**config.mk**
```make
export PLATFORM = sky130hd
export DESIGN_NAME = axi_wr_master
export DESIGN_NICKNAME = d
export VERILOG_FILES = /design/src/rtl/axi_wr_master.sv
export SDC_FILE = /design/constraint.sdc
export NUM_CORES = 1
export LEC_CHECK = 0
export ABC_AREA = 1
export BUFFER_PORTS_ARGS = -buffer_cell sky130_fd_sc_hd__clkbuf_2
export CORE_MARGIN = 2
export CORE_UTILIZATION = 30
export DETAILED_ROUTE_END_ITERATION = 16
export PLACE_DENSITY_LB_ADDON = 0.15
export SKIP_CTS_REPAIR_TIMING = 1
export SLEW_MARGIN = 20
export SYNTH_ARGS = -nofsm -noshare
export SYNTH_HDL_FRONTEND = slang
export SYNTH_SLANG_ARGS = --single-unit
```
**constraint.sdc**
```tcl
create_clock -name clk -period 2 [get_ports clk]
set_input_delay 0.2 -clock clk [delete_from_list [all_inputs] [get_ports clk]]
set_output_delay 0.2 -clock clk [all_outputs]
set_load 0.05 [all_outputs]
```
**src/rtl/axi_wr_master.sv**
```systemverilog
// Single-outstanding AXI4 write master.
// Turns one command plus its data beats into AW, then W, then B traffic.
// Returns exactly one completion pulse per accepted command.
// Reserved-burst commands are rejected locally with SLVERR and issue no AXI traffic.
module axi_wr_master #(
  parameter int ADDR_W = 32,
  parameter int DATA_W = 32,
  parameter int ID_W   = 12,
  parameter int STRB_W = DATA_W / 8
) (
  input  logic              clk,
  input  logic              rst,
  // command stream
  input  logic              cmd_valid,
  output logic              cmd_ready,
  input  logic [ADDR_W-1:0] cmd_addr,
  input  logic [7:0]        cmd_len,
  input  logic [2:0]        cmd_size,
  input  logic [1:0]        cmd_burst,
  input  logic [ID_W-1:0]   cmd_id,
  // write-data stream
  input  logic              wr_valid,
  output logic              wr_ready,
  input  logic [DATA_W-1:0] wr_data,
  input  logic [STRB_W-1:0] wr_strb,
  // AXI write address channel
  output logic              m_axi_awvalid,
  input  logic              m_axi_awready,
  output logic [ADDR_W-1:0] m_axi_awaddr,
  output logic [7:0]        m_axi_awlen,
  output logic [2:0]        m_axi_awsize,
  output logic [1:0]        m_axi_awburst,
  output logic [ID_W-1:0]   m_axi_awid,
  output logic              m_axi_awlock,
  output logic [3:0]        m_axi_awcache,
  output logic [2:0]        m_axi_awprot,
  output logic [3:0]        m_axi_awqos,
  // AXI write data channel
  output logic              m_axi_wvalid,
  input  logic              m_axi_wready,
  output logic [DATA_W-1:0] m_axi_wdata,
  output logic [STRB_W-1:0] m_axi_wstrb,
  output logic [ID_W-1:0]   m_axi_wid,
  output logic              m_axi_wlast,
  // AXI write response channel
  input  logic              m_axi_bvalid,
  output logic              m_axi_bready,
  input  logic [ID_W-1:0]   m_axi_bid,
  input  logic [1:0]        m_axi_bresp,
  // completion
  output logic              resp_valid,
  output logic [1:0]        resp_code,
  output logic              resp_id_err
);

  typedef enum logic [1:0] {ST_IDLE, ST_AW, ST_W, ST_B} state_t;

  localparam logic [1:0] BURST_RSVD = 2'b11;
  localparam logic [1:0] RESP_SLVERR = 2'b10;

  state_t              r_state;
  logic [ADDR_W-1:0]   r_addr;
  logic [7:0]          r_len;
  logic [2:0]          r_size;
  logic [1:0]          r_burst;
  logic [ID_W-1:0]     r_id;
  logic [8:0]          r_beat_cnt;   // 9 bits so len=255 reaches 256 without wrapping
  logic                r_awvalid;
  logic                r_wvalid;
  logic [DATA_W-1:0]   r_wdata;
  logic [STRB_W-1:0]   r_wstrb;
  logic                r_wlast;
  logic                r_bready;
  logic                r_resp_valid;
  logic [1:0]          r_resp_code;
  logic                r_resp_id_err;

  logic                w_wr_ready;
  logic                w_wr_fire;
  logic                w_w_fire;

  // Source may push a beat while beats remain and the output register is free or draining.
  assign w_wr_ready = (r_state == ST_W) && (r_beat_cnt <= {1'b0, r_len}) &&
                      (!r_wvalid || m_axi_wready);
  assign w_wr_fire  = wr_valid && w_wr_ready;
  assign w_w_fire   = r_wvalid && m_axi_wready;

  assign cmd_ready     = (r_state == ST_IDLE) && !rst;
  assign wr_ready      = w_wr_ready;

  assign m_axi_awvalid = r_awvalid;
  assign m_axi_awaddr  = r_addr;
  assign m_axi_awlen   = r_len;
  assign m_axi_awsize  = r_size;
  assign m_axi_awburst = r_burst;
  assign m_axi_awid    = r_id;
  assign m_axi_awlock  = 1'b0;
  assign m_axi_awcache = 4'b0011;
  assign m_axi_awprot  = 3'b000;
  assign m_axi_awqos   = 4'b0000;

  assign m_axi_wvalid  = r_wvalid;
  assign m_axi_wdata   = r_wdata;
  assign m_axi_wstrb   = r_wstrb;
  assign m_axi_wid     = r_id;
  assign m_axi_wlast   = r_wlast;

  assign m_axi_bready  = r_bready;

  assign resp_valid    = r_resp_valid;
  assign resp_code     = r_resp_code;
  assign resp_id_err   = r_resp_id_err;

  // Transaction FSM with every channel output registered.
  always_ff @(posedge clk) begin
    // NOTE: sequential state uses non-blocking assignments so every register sees pre-edge values.
    if (rst) begin
      r_state       <= ST_IDLE;
      r_addr        <= '0;
      r_len         <= '0;
      r_size        <= '0;
      r_burst       <= '0;
      r_id          <= '0;
      r_beat_cnt    <= '0;
      r_awvalid     <= 1'b0;
      r_wvalid      <= 1'b0;
      r_wdata       <= '0;
      r_wstrb       <= '0;
      r_wlast       <= 1'b0;
      r_bready      <= 1'b0;
      r_resp_valid  <= 1'b0;
      r_resp_code   <= '0;
      r_resp_id_err <= 1'b0;
    end else begin
      r_resp_valid <= 1'b0;
      case (r_state)
        ST_IDLE: begin
          if (cmd_valid) begin
            r_addr     <= cmd_addr;
            r_len      <= cmd_len;
            r_size     <= cmd_size;
            r_burst    <= cmd_burst;
            r_id       <= cmd_id;
            r_beat_cnt <= '0;
            if (cmd_burst == BURST_RSVD) begin
              r_resp_valid  <= 1'b1;
              r_resp_code   <= RESP_SLVERR;
              r_resp_id_err <= 1'b0;
            end else begin
              r_awvalid <= 1'b1;
              r_state   <= ST_AW;
            end
          end
        end
        ST_AW: begin
          if (m_axi_awready) begin
            r_awvalid <= 1'b0;
            r_state   <= ST_W;
          end
        end
        ST_W: begin
          if (w_wr_fire) begin
            r_wvalid   <= 1'b1;
            r_wdata    <= wr_data;
            r_wstrb    <= wr_strb;
            r_wlast    <= (r_beat_cnt == {1'b0, r_len});
            r_beat_cnt <= r_beat_cnt + 9'd1;
          end else if (w_w_fire) begin
            r_wvalid <= 1'b0;
          end
          // After the last beat is loaded no further load can occur, so this drain is final.
          if (w_w_fire && r_wlast) begin
            r_bready <= 1'b1;
            r_state  <= ST_B;
          end
        end
        ST_B: begin
          if (m_axi_bvalid) begin
            r_bready      <= 1'b0;
            r_resp_valid  <= 1'b1;
            r_resp_code   <= m_axi_bresp;
            r_resp_id_err <= (m_axi_bid != r_id);
            r_state       <= ST_IDLE;
          end
        end
        default: r_state <= ST_IDLE;
      endcase
    end
  end

endmodule
```
==> flow_metrics.py, run 1 <==
metrics = {
    "critical_path": {
        "path_cells": "inv_2 -> ha_4 -> nand2_4 -> nor2_4 -> nand4_1 -> a21boi_4 -> buf_12 -> buf_12",
        "rr_startpoint": "m_axi_awlen[2]$_SDFFE_PP0P_",
        "r2r-end": "r_beat_cnt[4]$_SDFFE_PP0P_",
        "cp-start-kind": "flop",
        "cp_max_fo": 5,
        "slowest_stage": "dfxtp_2",
        "crit_top_cell": "buf_12",
        "reg2reg_slack_ps": 60,
        "worstSetupEndpointType": "primary output",
        "slowest_delay_ps": 340,
        "r2r_cells": 13,
        "startpoint": "m_axi_awlen[2]$_SDFFE_PP0P_",
        "worstSetupPathType": "reg2out",
        "required_ps": 1800,
        "cp.arrival_ps": 1870,
    },
    "logic_synthesis": {
        "syn_inst": 633,
        "synthMostInstantiatedCell": "nor2_1",
        "syn_area_um2": 4800,
        "ys_async_sr_fraction": 0,
        "synth_common_cells": "126 x nor2_1, 112 x dfxtp_1, 67 x o21ai_0",
        "synth_top_area_share": 0.467,
        "avgSynthCellArea_um2": 7.58,
        "ys_seq_elements": 112,
        "synth-edff-count": 0,
        "yosysTopAreaCell": "dfxtp_1",
        "synthTopCellsByArea": "dfxtp_1 47%, nor2_1 9.9%, o21ai_0 7.0%",
        "ys_seq_area_frac": 0.467,
        "synth.distinct_cells": 28,
        "yosysWarnings": 0,
        "yosys_most_used_dff": "dfxtp_1",
    },
    "routing": {
        "detail-route-antenna-nets": 0,
        "wl_met3_um": 896,
        "drc": 0,
        "wl_per_cell_um": 13.5,
        "drt_iter0_markers": 230,
        "met1_length_um": 6260,
        "drt-total-wl_um": 14400,
        "top_layer_used": "met5",
        "via_per_inst": 4.44,
        "num_vias": 4739,
        "wl_met2_um": 6900,
        "dr.pass1.iters": 4,
    },
    "grt": {
        "grt-ovfl-total": 0,
        "track_usage": 0.160,
        "grt_pass1_vias": 4270,
        "antenna_found_initial": 1,
        "grt_max_degree": 52,
        "grt_pass1_wl_um": 21600,
    },
    "floorplan": {
        "fp.dieW_um": 131,
        "dieArea_um2": 17000,
        "die_y_um": 131,
        "num_rows": 46,
        "start_util": 0.304,
        "core_area_um2": 15800,
        "ioPinCount": 241,
    },
    "timing": {
        "setup_viol": 1,
        "fin_tns_setup_ps": -71.7,
        "slew_headroom": 0.612,
        "fmaxAchievable_mhz": 483,
        "fin_ws_ps": -71.7,
        "worst_pin_slew_ps": 581,
        "fin_crit_sh": 1.04,
        "hold_violations": 0,
        "drv_slew": 0,
        "skew_ps": 10.0,
        "min_period_ps": 2070,
        "rsz0062_at_grt": "yes",
        "hold_ws_ps": 71.5,
    },
    "clock_network": {
        "cts.sinks": 112,
        "cts-buffers-inserted": 9,
        "insertion_delay_ps": 360,
        "cts_root_buffer": "clkbuf_16",
        "clock_path_buffers": 2,
        "clkTransAtPathRegs_ps": 80,
        "cts_max_level": 3,
        "cts_tree": "built",
    },
    "run_status": {
        "failed_checks": "negative setup slack",
        "status": "finished, violations left",
    },
    "worst_hold_path": {
        "worstHoldPathType": "in2reg",
        "hold_end": "resp_code[0]$_SDFFE_PP0P_",
        "hold_start": "m_axi_bresp[0]",
        "hold_depth": 3,
    },
    "power": {
        "powerDensity_nw_per_um2": 1500,
        "p_leak_nw": 3.04,
        "power.total_mw": 9.84,
        "irDropWorstVdd_mv": 0.587,
    },
    "finish": {
        "multi_input_area_um2": 2250,
        "diodes": 0,
        "nets": 974,
        "n_fill_cell": 1724,
        "drive_above_1_share": 0.370,
        "area_delta_synth_final_pct": 37.0,
        "seq_area_um2": 2260,
    },
    "job": {
        "max_cap_violations": 0,
    },
    "place": {
        "gp_congestion": 0.744,
        "portBuffers": 228,
        "dpl.hpwl_um": 10100,
    },
}
worst max-delay path, delay by kind of cell (launching register included):
kind	cells	cell delay (ps)
AND/OR/NAND/NOR	3	340
buffers and inverters	3	320
adder cells (fa/ha/maj)	1	280
AO/OA/AOI/OAI	1	230
flip-flops	1	340
routing by layer:
metal,GRT usage,vias to the layer above
li1,-,2458
met1,0.196,2128
met2,0.266,128
met3,0.0472,23
met4,0.0638,2
met5,0,-
state kept, by name (all words and copies together), names as in the netlist, 2 cells and up:
name and cells:
m_axi_awaddr 32, m_axi_awburst 2, m_axi_awid 12, m_axi_awlen 8
m_axi_awsize 3, m_axi_wdata 32, m_axi_wstrb 4, r_beat_cnt 9
r_state 2, resp_code 2
layout make-up:
cell class / instances / area share
clock inverters: 7 / 0.00780
inverters: 35 / 0.0200
flip-flops and latches: 112 / 0.343
well taps: 216 / 0.0411
clock buffers: 9 / 0.0342
multi-input cells: 435 / 0.343
repair buffers: 253 / 0.211
where the power goes:
| group | leakage, nW | switching, mW | internal [mW] | total [mW] |
|---|---|---|---|---|
| clock network | 0.133 | 0.879 | 0.856 | 1.73 |
| registers | 0.923 | 0.362 | 2.76 | 3.12 |
| logic | 1.98 | 3.56 | 1.42 | 4.98 |
| total | 3.04 | 4.80 | 5.04 | 9.84 |
cells in the final DEF, fill, tap and decap left out, drive strengths merged, types with 4 or more instances in the layout:
master	count
dfxtp	112
o21ai	68
nor3	4
conb	12
clkinv	4
inv	36
nor2	126
nand2	68
clkbuf	237
ha	14
nand3	59
xor2	14
a21oi	57
buf	25
metrics by stage:
| stage | worst slack [ps] | instances | area, µm² | utilization |
|---|---|---|---|---|
| 2_1_floorplan | 21.7 | 643 | 4850 | - |
| 3_3_place_gp | 178 | 1042 | 6070 | 0.385 |
| 3_5_place_dp | 152 | 1042 | 6070 | 0.385 |
| 4_1_cts | -266 | 1058 | 6350 | 0.403 |
| 5_1_grt | -158 | 1067 | 6580 | 0.417 |
| 6_report | -71.7 | 1067 | 6580 | 0.417 |
worst max-delay path by stage:
| stage | end | cells after the start |
|---|---|---|
| floorplan | m_axi_wdata[11]$_SDFFE_PP0P_ | 9 |
| global placement | wr_ready | 8 |
| detailed placement | wr_ready | 8 |
| CTS | wr_ready | 8 |
| global route | wr_ready | 8 |
| finish | wr_ready | 8 |
kinds of logic (layout without fill, tap and decap cells):
logic type / count (synthesis) / in the layout / share of synthesized area
AND/OR/NAND/NOR: 264 / 264 / 0.229
XOR/XNOR: 14 / 14 / 0.0255
buffers and inverters: 96 / 304 / 0.0998
flip-flops: 112 / 112 / 0.467
AO/OA/AOI/OAI: 131 / 131 / 0.141
other: 2 / 12 / 0.00156
adder cells (fa/ha/maj): 14 / 14 / 0.0365
Power figures use the tool's default switching activity.
==> run 2, diff against run 1 <==
--- a/config.mk
+++ b/config.mk
@@ -8,7 +8,7 @@
 export ABC_AREA = 1
 export BUFFER_PORTS_ARGS = -buffer_cell sky130_fd_sc_hd__clkbuf_2
 export CORE_MARGIN = 2
-export CORE_UTILIZATION = 30
+export CORE_UTILIZATION = 46
 export DETAILED_ROUTE_END_ITERATION = 16
 export PLACE_DENSITY_LB_ADDON = 0.15
 export SKIP_CTS_REPAIR_TIMING = 1
==> flow_metrics.py, run 2 (same netlist as run 1, synthesis figures left out) <==
metrics = {
    "routing": {
        "num_vias": 4797,
        "drt-total-wl_um": 13200,
        "via_per_inst": 4.88,
        "detail-route-antenna-nets": 0,
        "wl_per_cell_um": 13.4,
        "dr.pass1.iters": 4,
        "drc": 0,
        "drt_iter0_markers": 205,
    },
    "power": {
        "p_int_mw": 4.81,
        "p_leak_nw": 3.00,
        "switchingPower_mw": 4.63,
        "combinationalPowerShare": 0.514,
        "power.share.clock": 0.156,
        "seq_power_share": 0.330,
        "irDropWorstVdd_mv": 0.670,
        "powerDensity_nw_per_um2": 1480,
        "switching_share": 0.490,
    },
    "critical_path": {
        "crit_top_cell": "buf_12",
        "path_cells": "inv_2 -> ha_4 -> nand2_2 -> nor2_2 -> nand4_1 -> a21boi_4 -> buf_12 -> buf_12",
        "cp.arrival_ps": 1930,
        "worstSetupEndpointType": "primary output",
        "slowest_stage": "dfxtp_2",
        "required_ps": 1800,
        "cp_max_fo": 3,
        "slowest_delay_ps": 350,
        "cp_top_family": "simple AND/OR/NAND/NOR gates",
        "startpoint": "m_axi_awlen[2]$_SDFFE_PP0P_",
        "rr_startpoint": "m_axi_awlen[2]$_SDFFE_PP0P_",
        "cp-start-kind": "flop",
        "worstSetupPathType": "reg2out",
        "crit_buf_inv": 3,
    },
    "place": {
        "portBuffers": 228,
        "gp_congestion": 0.817,
        "dpl.hpwl_um": 9430,
        "dp_slack_ps": 103,
    },
    "floorplan": {
        "core_area_um2": 10200,
        "ioPinCount": 241,
        "num_rows": 37,
        "start_util": 0.469,
        "dieArea_um2": 11300,
        "fp.dieW_um": 106,
        "die_y_um": 106,
    },
    "timing": {
        "fin_crit_sh": 1.07,
        "setup_viol": 1,
        "slew_headroom": 0.647,
        "drv_slew": 0,
        "fin_tns_setup_ps": -133,
        "hold_violations": 0,
        "fmaxAchievable_mhz": 469,
        "min_period_ps": 2130,
        "worst_pin_slew_ps": 529,
        "fin_ws_ps": -133,
        "skew_ps": 7.32,
        "rsz0062_at_grt": "yes",
    },
    "finish": {
        "area_delta_synth_final_pct": 32.9,
        "mostFrequentLayoutCells": "227 x clkbuf_2, 125 x nor2_1, 101 x dfxtp_1",
        "drive_above_1_share": 0.362,
        "nets": 972,
        "diodes": 0,
        "final_common_cell": "clkbuf_2",
        "utilization": 0.624,
    },
    "clock_network": {
        "clkTransAtPathRegs_ps": 100,
        "cts_max_level": 3,
        "cts.sinks": 112,
        "cts_tree": "built",
        "clock_path_buffers": 2,
        "cts-buffers-inserted": 9,
        "cts_root_buffer": "clkbuf_8",
        "insertion_delay_ps": 360,
    },
    "grt": {
        "grt_pass1_wl_um": 19900,
        "grt.busiest_layer": "met2",
        "use_met1": 0.272,
        "grt-ovfl-total": 0,
        "antenna_found_initial": 0,
        "gr-usage-met3": 0.0497,
        "grt_pass1_vias": 4253,
        "track_usage": 0.219,
        "grt_max_degree": 66,
        "use_met2": 0.366,
    },
    "run_status": {
        "failed_checks": "negative setup slack",
        "status": "finished, violations left",
    },
    "job": {
        "max_cap_violations": 0,
    },
    "worst_hold_path": {
        "hold_start": "wr_data[8]",
        "worstHoldPathType": "in2reg",
    },
}
run 2: cell count changes in the layout (fill, tap and decap cells not counted), sizes merged:
| cell | delta |
|---|---|
| clkinvlp | -1 |
| buf | -2 |
| inv | -2 |
| bufinv | +2 |
run 2: power groups by stage:
stage                     Combinational (mW)  Sequential [mW]  Clock [mW]
after floorplan                         2.01             4.63           0
after global placement                  4.46             3.10           0
after detailed placement                4.52             3.14           0
after CTS                               4.53             3.09        1.52
after global routing                    5.24             3.18        1.61
final                                   4.86             3.12        1.47
run 2: layer usage:
| metal | vias to the layer above | part of all wire |
|---|---|---|
| met5 | - | 0 |
| met4 | 0 | 0.022 |
| met3 | 27 | 0.069 |
| met2 | 170 | 0.50 |
| met1 | 2156 | 0.41 |
| li1 | 2444 | - |
run 2: path summary, 6_finish.rpt:
check                                 endpoint  slack (ps)  cells after the start
hold / removal     m_axi_wdata[8]$_SDFFE_PP0P_          70                      3
hold reg to reg       m_axi_wlast$_SDFFE_PP0P_         470                      2
setup reg to reg  m_axi_wdata[26]$_SDFFE_PP0P_          50                     10
setup / recovery                      wr_ready        -130                      8
run 2: tightest hold or removal path, stage by stage:
cell,delay (ps)
clkbuf_2,80
nand3_1,70
a21oi_1,50
run 2: layout make-up:
class	count	area, µm²
clock inverters	6	93.8
clock buffers	9	124
multi-input cells	435	2240
flip-flops and latches	112	2260
well taps	136	170
inverters	35	131
fillers	959	3850
repair buffers	251	1370
run 2: through the flow:
stage | cell area (µm²) | hold slack (ps) | power, mW | instances
floorplan | 4850 | 343 | 6.63 | 643
global placement | 5940 | 446 | 7.56 | 958
detailed placement | 5940 | 458 | 7.66 | 958
CTS | 6160 | 50.9 | 9.13 | 973
global route | 6380 | 47.9 | 10.0 | 984
finish | 6380 | 73.8 | 9.45 | 984
